===== config.mk =====
export PLATFORM = sky130hd
export DESIGN_NAME = key_latch_driver
export DESIGN_NICKNAME = d
export VERILOG_FILES = /design/src/rtl/key_latch_driver.sv
export SDC_FILE = /design/constraint.sdc
export NUM_CORES = 1
export LEC_CHECK = 0
export CORE_ASPECT_RATIO = 0.8
export CORE_MARGIN = 2
export CORE_UTILIZATION = 48
export CTS_CLUSTER_DIAMETER = 50
export DETAILED_ROUTE_END_ITERATION = 16
export PLACE_DENSITY = 0.81
export SYNTH_ARGS = -nofsm -noshare
export SYNTH_HDL_FRONTEND = slang
export SYNTH_SLANG_ARGS = --single-unit

===== constraint.sdc =====
create_clock -name clk -period 1.4 [get_ports clk]
set_clock_uncertainty 0.05 [all_clocks]
set_input_delay 0.14 -clock clk [delete_from_list [all_inputs] [get_ports clk]]
set_output_delay 0.14 -clock clk [all_outputs]
set_load 0.02 [all_outputs]

===== src/rtl/key_latch_driver.sv =====
// Upstream driver for a bank of active-low NAND set/reset hit latches: synchronises and
// debounces raw keys, turns each press into a one-cycle notS pulse, and issues timed clears.
module key_latch_driver #(
    parameter int N_KEYS    = 4,
    parameter int DB_CYCLES = 16,
    parameter int CLR_HOLD  = 2
) (
    input  logic              clk,
    input  logic              notRst,
    input  logic [N_KEYS-1:0] key_in,
    input  logic              clr_req,
    output logic [N_KEYS-1:0] notS,
    output logic [N_KEYS-1:0] notR,
    output logic [N_KEYS-1:0] key_state,
    output logic              busy,
    output logic [1:0]        fsm_state_o
);

    localparam int CW = $clog2(DB_CYCLES + 1);
    localparam int HW = (CLR_HOLD > 1) ? $clog2(CLR_HOLD) : 1;
    localparam logic [CW-1:0] DB_LAST   = CW'(DB_CYCLES - 1);
    localparam logic [HW-1:0] HOLD_LAST = HW'(CLR_HOLD - 1);

    typedef enum logic [1:0] {
        ST_IDLE  = 2'd0,
        ST_CLEAR = 2'd1,
        ST_GUARD = 2'd2
    } state_t;

    logic [N_KEYS-1:0] sync1_q, sync2_q;
    logic [CW-1:0]     db_cnt_q [N_KEYS];
    logic [CW-1:0]     db_cnt_d [N_KEYS];
    logic [N_KEYS-1:0] ks_q, ks_d;
    logic [N_KEYS-1:0] rise;

    state_t            state_q, state_d;
    logic [HW-1:0]     hold_q, hold_d;
    logic [N_KEYS-1:0] pend_q, pend_d;
    logic [N_KEYS-1:0] nots_q, nots_d;
    logic              notr_q, notr_d;
    logic              busy_q, busy_d;

    // Debounce: the stable level flips only after DB_CYCLES consecutive disagreeing samples.
    always_comb begin
        ks_d = ks_q;
        rise = '0;
        for (int i = 0; i < N_KEYS; i++) begin
            db_cnt_d[i] = '0;
            if (sync2_q[i] != ks_q[i]) begin
                if (db_cnt_q[i] == DB_LAST) begin
                    ks_d[i] = ~ks_q[i];
                    rise[i] = ~ks_q[i];
                end else begin
                    db_cnt_d[i] = db_cnt_q[i] + CW'(1);
                end
            end
        end
    end

    always_comb begin
        state_d = state_q;
        hold_d  = hold_q;
        pend_d  = pend_q | rise;
        nots_d  = '1;
        notr_d  = notr_q;
        case (state_q)
            ST_IDLE: begin
                if (clr_req) begin
                    state_d = ST_CLEAR;
                    hold_d  = '0;
                    notr_d  = 1'b0;
                end else begin
                    // notR is high here, so issuing set pulses cannot hit the forbidden input.
                    notr_d = 1'b1;
                    nots_d = ~(pend_q | rise);
                    pend_d = '0;
                end
            end
            ST_CLEAR: begin
                notr_d = 1'b0;
                if (clr_req) begin
                    hold_d = '0;
                end else if (hold_q == HOLD_LAST) begin
                    notr_d  = 1'b1;
                    hold_d  = '0;
                    state_d = ST_GUARD;
                end else begin
                    hold_d = hold_q + HW'(1);
                end
            end
            ST_GUARD: begin
                notr_d = 1'b1;
                if (clr_req) begin
                    state_d = ST_CLEAR;
                    hold_d  = '0;
                    notr_d  = 1'b0;
                end else begin
                    state_d = ST_IDLE;
                end
            end
            default: begin
                state_d = ST_CLEAR;
                hold_d  = '0;
                notr_d  = 1'b0;
            end
        endcase
        busy_d = (state_d != ST_IDLE);
    end

    always_ff @(posedge clk or negedge notRst) begin
        if (!notRst) begin
            sync1_q <= '0;
            sync2_q <= '0;
            ks_q    <= '0;
            for (int i = 0; i < N_KEYS; i++) begin
                db_cnt_q[i] <= '0;
            end
            state_q <= ST_CLEAR;
            hold_q  <= '0;
            pend_q  <= '0;
            nots_q  <= '1;
            notr_q  <= 1'b0;
            busy_q  <= 1'b1;
        end else begin
            sync1_q <= key_in;
            sync2_q <= sync1_q;
            ks_q    <= ks_d;
            for (int i = 0; i < N_KEYS; i++) begin
                db_cnt_q[i] <= db_cnt_d[i];
            end
            state_q <= state_d;
            hold_q  <= hold_d;
            pend_q  <= pend_d;
            nots_q  <= nots_d;
            notr_q  <= notr_d;
            busy_q  <= busy_d;
        end
    end

    assign notS        = nots_q;
    assign notR        = {N_KEYS{notr_q}};
    assign key_state   = ks_q;
    assign busy        = busy_q;
    assign fsm_state_o = state_q;

endmodule


==> impl_metrics.env, run 1 <==
export IMPL_required_ns=1.53
export IMPL_hold_class="primary input to async pin"
export IMPL_async_reset_ff_frac=1.00
export IMPL_gr_usage_all_layers=0.147
export IMPL_antenna_found_initial=0
export IMPL_syn_cell_area_mm2=0.00171
export IMPL_synth_fp_nets=149
export IMPL_crit_family="flip-flops"
export IMPL_clk_latency_ns=0.29
export IMPL_cts_sinks=45
export IMPL_synthTopCellsByArea="dfrtp_1, dfstp_2, xor2_1"
export IMPL_synthToLayoutAreaGrowth_pct=21.4
export IMPL_synth_top_area_cell="dfrtp_1"
export IMPL_die_width_um=70.7
export IMPL_die_h_um=57.3
export IMPL_core_area_mm2=0.00342
export IMPL_grt_max_degree=23
export IMPL_yosysTopAreaCellShare=0.572
export IMPL_maxSlewHeadroom=0.766
export IMPL_numPortBuffers=21
export IMPL_vias=1055
export IMPL_hold_viol=0
export IMPL_final_core_util=0.605
export IMPL_slowest_stage="dfrtp_1"
export IMPL_drc_errors=0
export IMPL_crit_arrival_ns=1.48
export IMPL_synth_common_cells="dfrtp_1, nor2_1, xor2_1"
export IMPL_routed_wl_mm=2.62
export IMPL_drive_gt1_frac=0.124
export IMPL_worst_slew_pin_slew_ns=0.348
export IMPL_io_pins=22
export IMPL_met1_length_mm=1.21
export IMPL_wl_met2_mm=1.27
export IMPL_gp_congestion=0.716
export IMPL_rows=19
export IMPL_power_density_mw_per_mm2=1180
export IMPL_yosys_warnings=0
export IMPL_hpwl_mm=1.91
export IMPL_fin_crit_sh=0.962
export IMPL_cts_tree="built"
export IMPL_routedWlPerCell_um=12.4
export IMPL_setup_violations_final=0
export IMPL_synth_edff_count=0
export IMPL_vdd_drop_max_v=0.000849
export IMPL_path_buf_inv=0
export IMPL_ys_seq_area_frac=0.664
export IMPL_maxCapViolCount=0
export IMPL_holdWs_ns=0.219
export IMPL_fmax_mhz=742
export IMPL_crit_fanout=3
export IMPL_synth_cells=138
export IMPL_synth_avg_cell_area_um2=12.4
export IMPL_worstSetupStartpointType="flip-flop"
export IMPL_clk_pin_slew_ns=0.07
export IMPL_grt_first_pass_wirelength_mm=4.49
export IMPL_cp_end_kind="flip-flop"
export IMPL_cts_path_max_buffers=2
export IMPL_drtAntennaViolNets=0
export IMPL_highest_signal_layer="met4"
export IMPL_p_leak_nw=1.05
export IMPL_ys_seq_elements=45
export IMPL_die_area_mm2=0.00405
export IMPL_overflow=0
export IMPL_drtPass1Iterations=4
export IMPL_drv_slew=0
export IMPL_insertedDiodeCount=0
export IMPL_cts_root_buffer="clkbuf_8"
export IMPL_slowest_delay_ns=0.41
export IMPL_nets=179
export IMPL_start_util=0.499
export IMPL_synth_cell_type_count=22
export IMPL_crit_type="flip-flop to flip-flop"
export IMPL_grt_pass1_vias=1076
export IMPL_synth_flop_cell="dfrtp_1"
export IMPL_cts_made_buffers=5
export IMPL_wl_met3_um=130
export IMPL_synth_most_common_cell="dfrtp_1"
export IMPL_finalCriticalPeriod_ns=1.35
export IMPL_status="finished clean"
export IMPL_h_tree_depth=2
export IMPL_drt_iter0_markers=18
export IMPL_avgViaCountPerCell=5.00
export IMPL_crit_path_cell_trace="ha_2 -> and4b_1 -> and3_1 -> o22a_1"
==> cells by family (layout without fill, tap and decap cells) <==
logic type,after synthesis,in the layout,share of synthesized area
buf+inv,13,44,0.0374
flops,45,45,0.664
xor+xnor,12,12,0.0616
compound gates,15,15,0.0499
fa+ha+maj,4,4,0.0293
simple gates,49,49,0.158
==> per-stage QoR <==
| stage | worst slack, ns | instance area, µm² | setup TNS [ns] | total power [W] | std cells |
|---|---|---|---|---|---|
| floorplan | 0.105 | 1710 | 0 | 0.00159 | 138 |
| CTS | 0.00968 | 2060 | 0 | 0.00248 | 210 |
| global placement | 0.0748 | 1980 | 0 | 0.00169 | 201 |
| global route | -0.00411 | 2070 | -0.00411 | 0.00258 | 211 |
| detailed placement | 0.0381 | 1980 | 0 | 0.00170 | 201 |
| finish | 0.0531 | 2070 | 0 | 0.00245 | 211 |
==> layout make-up <==
class,instances,area (µm²)
sequential,45,1130
clock buffer,8,90.1
inverter,9,33.8
timing repair buffer,27,248
fill,302,1350
tap,42,52.6
multi-input combinational,80,514
==> final timing paths <==
check,from,end,slack (ns),depth (start not counted)
hold / removal,notRst,db_cnt_q[9]$_DFF_PN0_,0.22,2
hold reg to reg,sync1_q[1]$_DFF_PN0_,sync2_q[1]$_DFF_PN0_,0.31,0
setup reg to reg,db_cnt_q[0]$_DFF_PN0_,pend_q[3]$_DFF_PN0_,0.05,4
min in group clk,key_in[0],sync1_q[0]$_DFF_PN0_,0.23,1
setup / recovery,db_cnt_q[0]$_DFF_PN0_,pend_q[3]$_DFF_PN0_,0.05,4
max in group asynchronous,notRst,notS[3]$_DFF_PN1_,0.54,3
==> registers in the layout, indices dropped and copies added (netlist names) <==
name	cells
fsm_state_o	2
db_cnt_q	20
sync1_q	4
pend_q	4
busy	1
notr_q	1
notS	4
hold_q	1
key_state	4
sync2_q	4
==> layout by cell type (no fill, tap or decap), types with 2 or more instances in the layout <==
cell	count
buf_4	4
ha_2	2
nand3_1	8
dfrtp_1	39
and4b_1	4
and2_1	5
nand2b_1	4
dfstp_2	6
clkdlybuf4s50_1	5
clkbuf_8	6
inv_1	9
dlygate4sd2_1	14
a31oi_1	3
o21ai_0	9
nand2_1	4
and3_1	5
ha_1	2
xor2_1	12
clkbuf_1	2
nor2_1	15
==> report_power, final <==
part | switching, W | internal, W | leakage, nW | total, W
Clock | 0.000387 | 0.000402 | 0.0455 | 0.000789
Sequential | 0.0000458 | 0.00137 | 0.577 | 0.00141
Combinational | 0.000139 | 0.000108 | 0.424 | 0.000247
==> layer usage <==
layer,track usage,vias to the layer above
met1,0.180,518
met3,0.0495,4
met2,0.235,21
li1,-,512
met5,0,-
met4,0.0809,0
==> timing repair <==
| action | in CTS | in global routing |
|---|---|---|
| buffers inserted | 0 | 1 |
| hold buffers | 1 | 0 |
| gates resized for setup | 15 | 3 |
| endpoints found under the setup margin | 15 | 4 |
| pin swaps | 0 | 1 |
| endpoints found under the hold margin | 33 | 0 |
(Power assumes the default switching activity.)
==> run 2: changes to the inputs <==
- CTS_CLUSTER_SIZE: unset -> 40
==> results of run 2 <==
No change in the layout: final DEF, timing and power equal those of run 1.
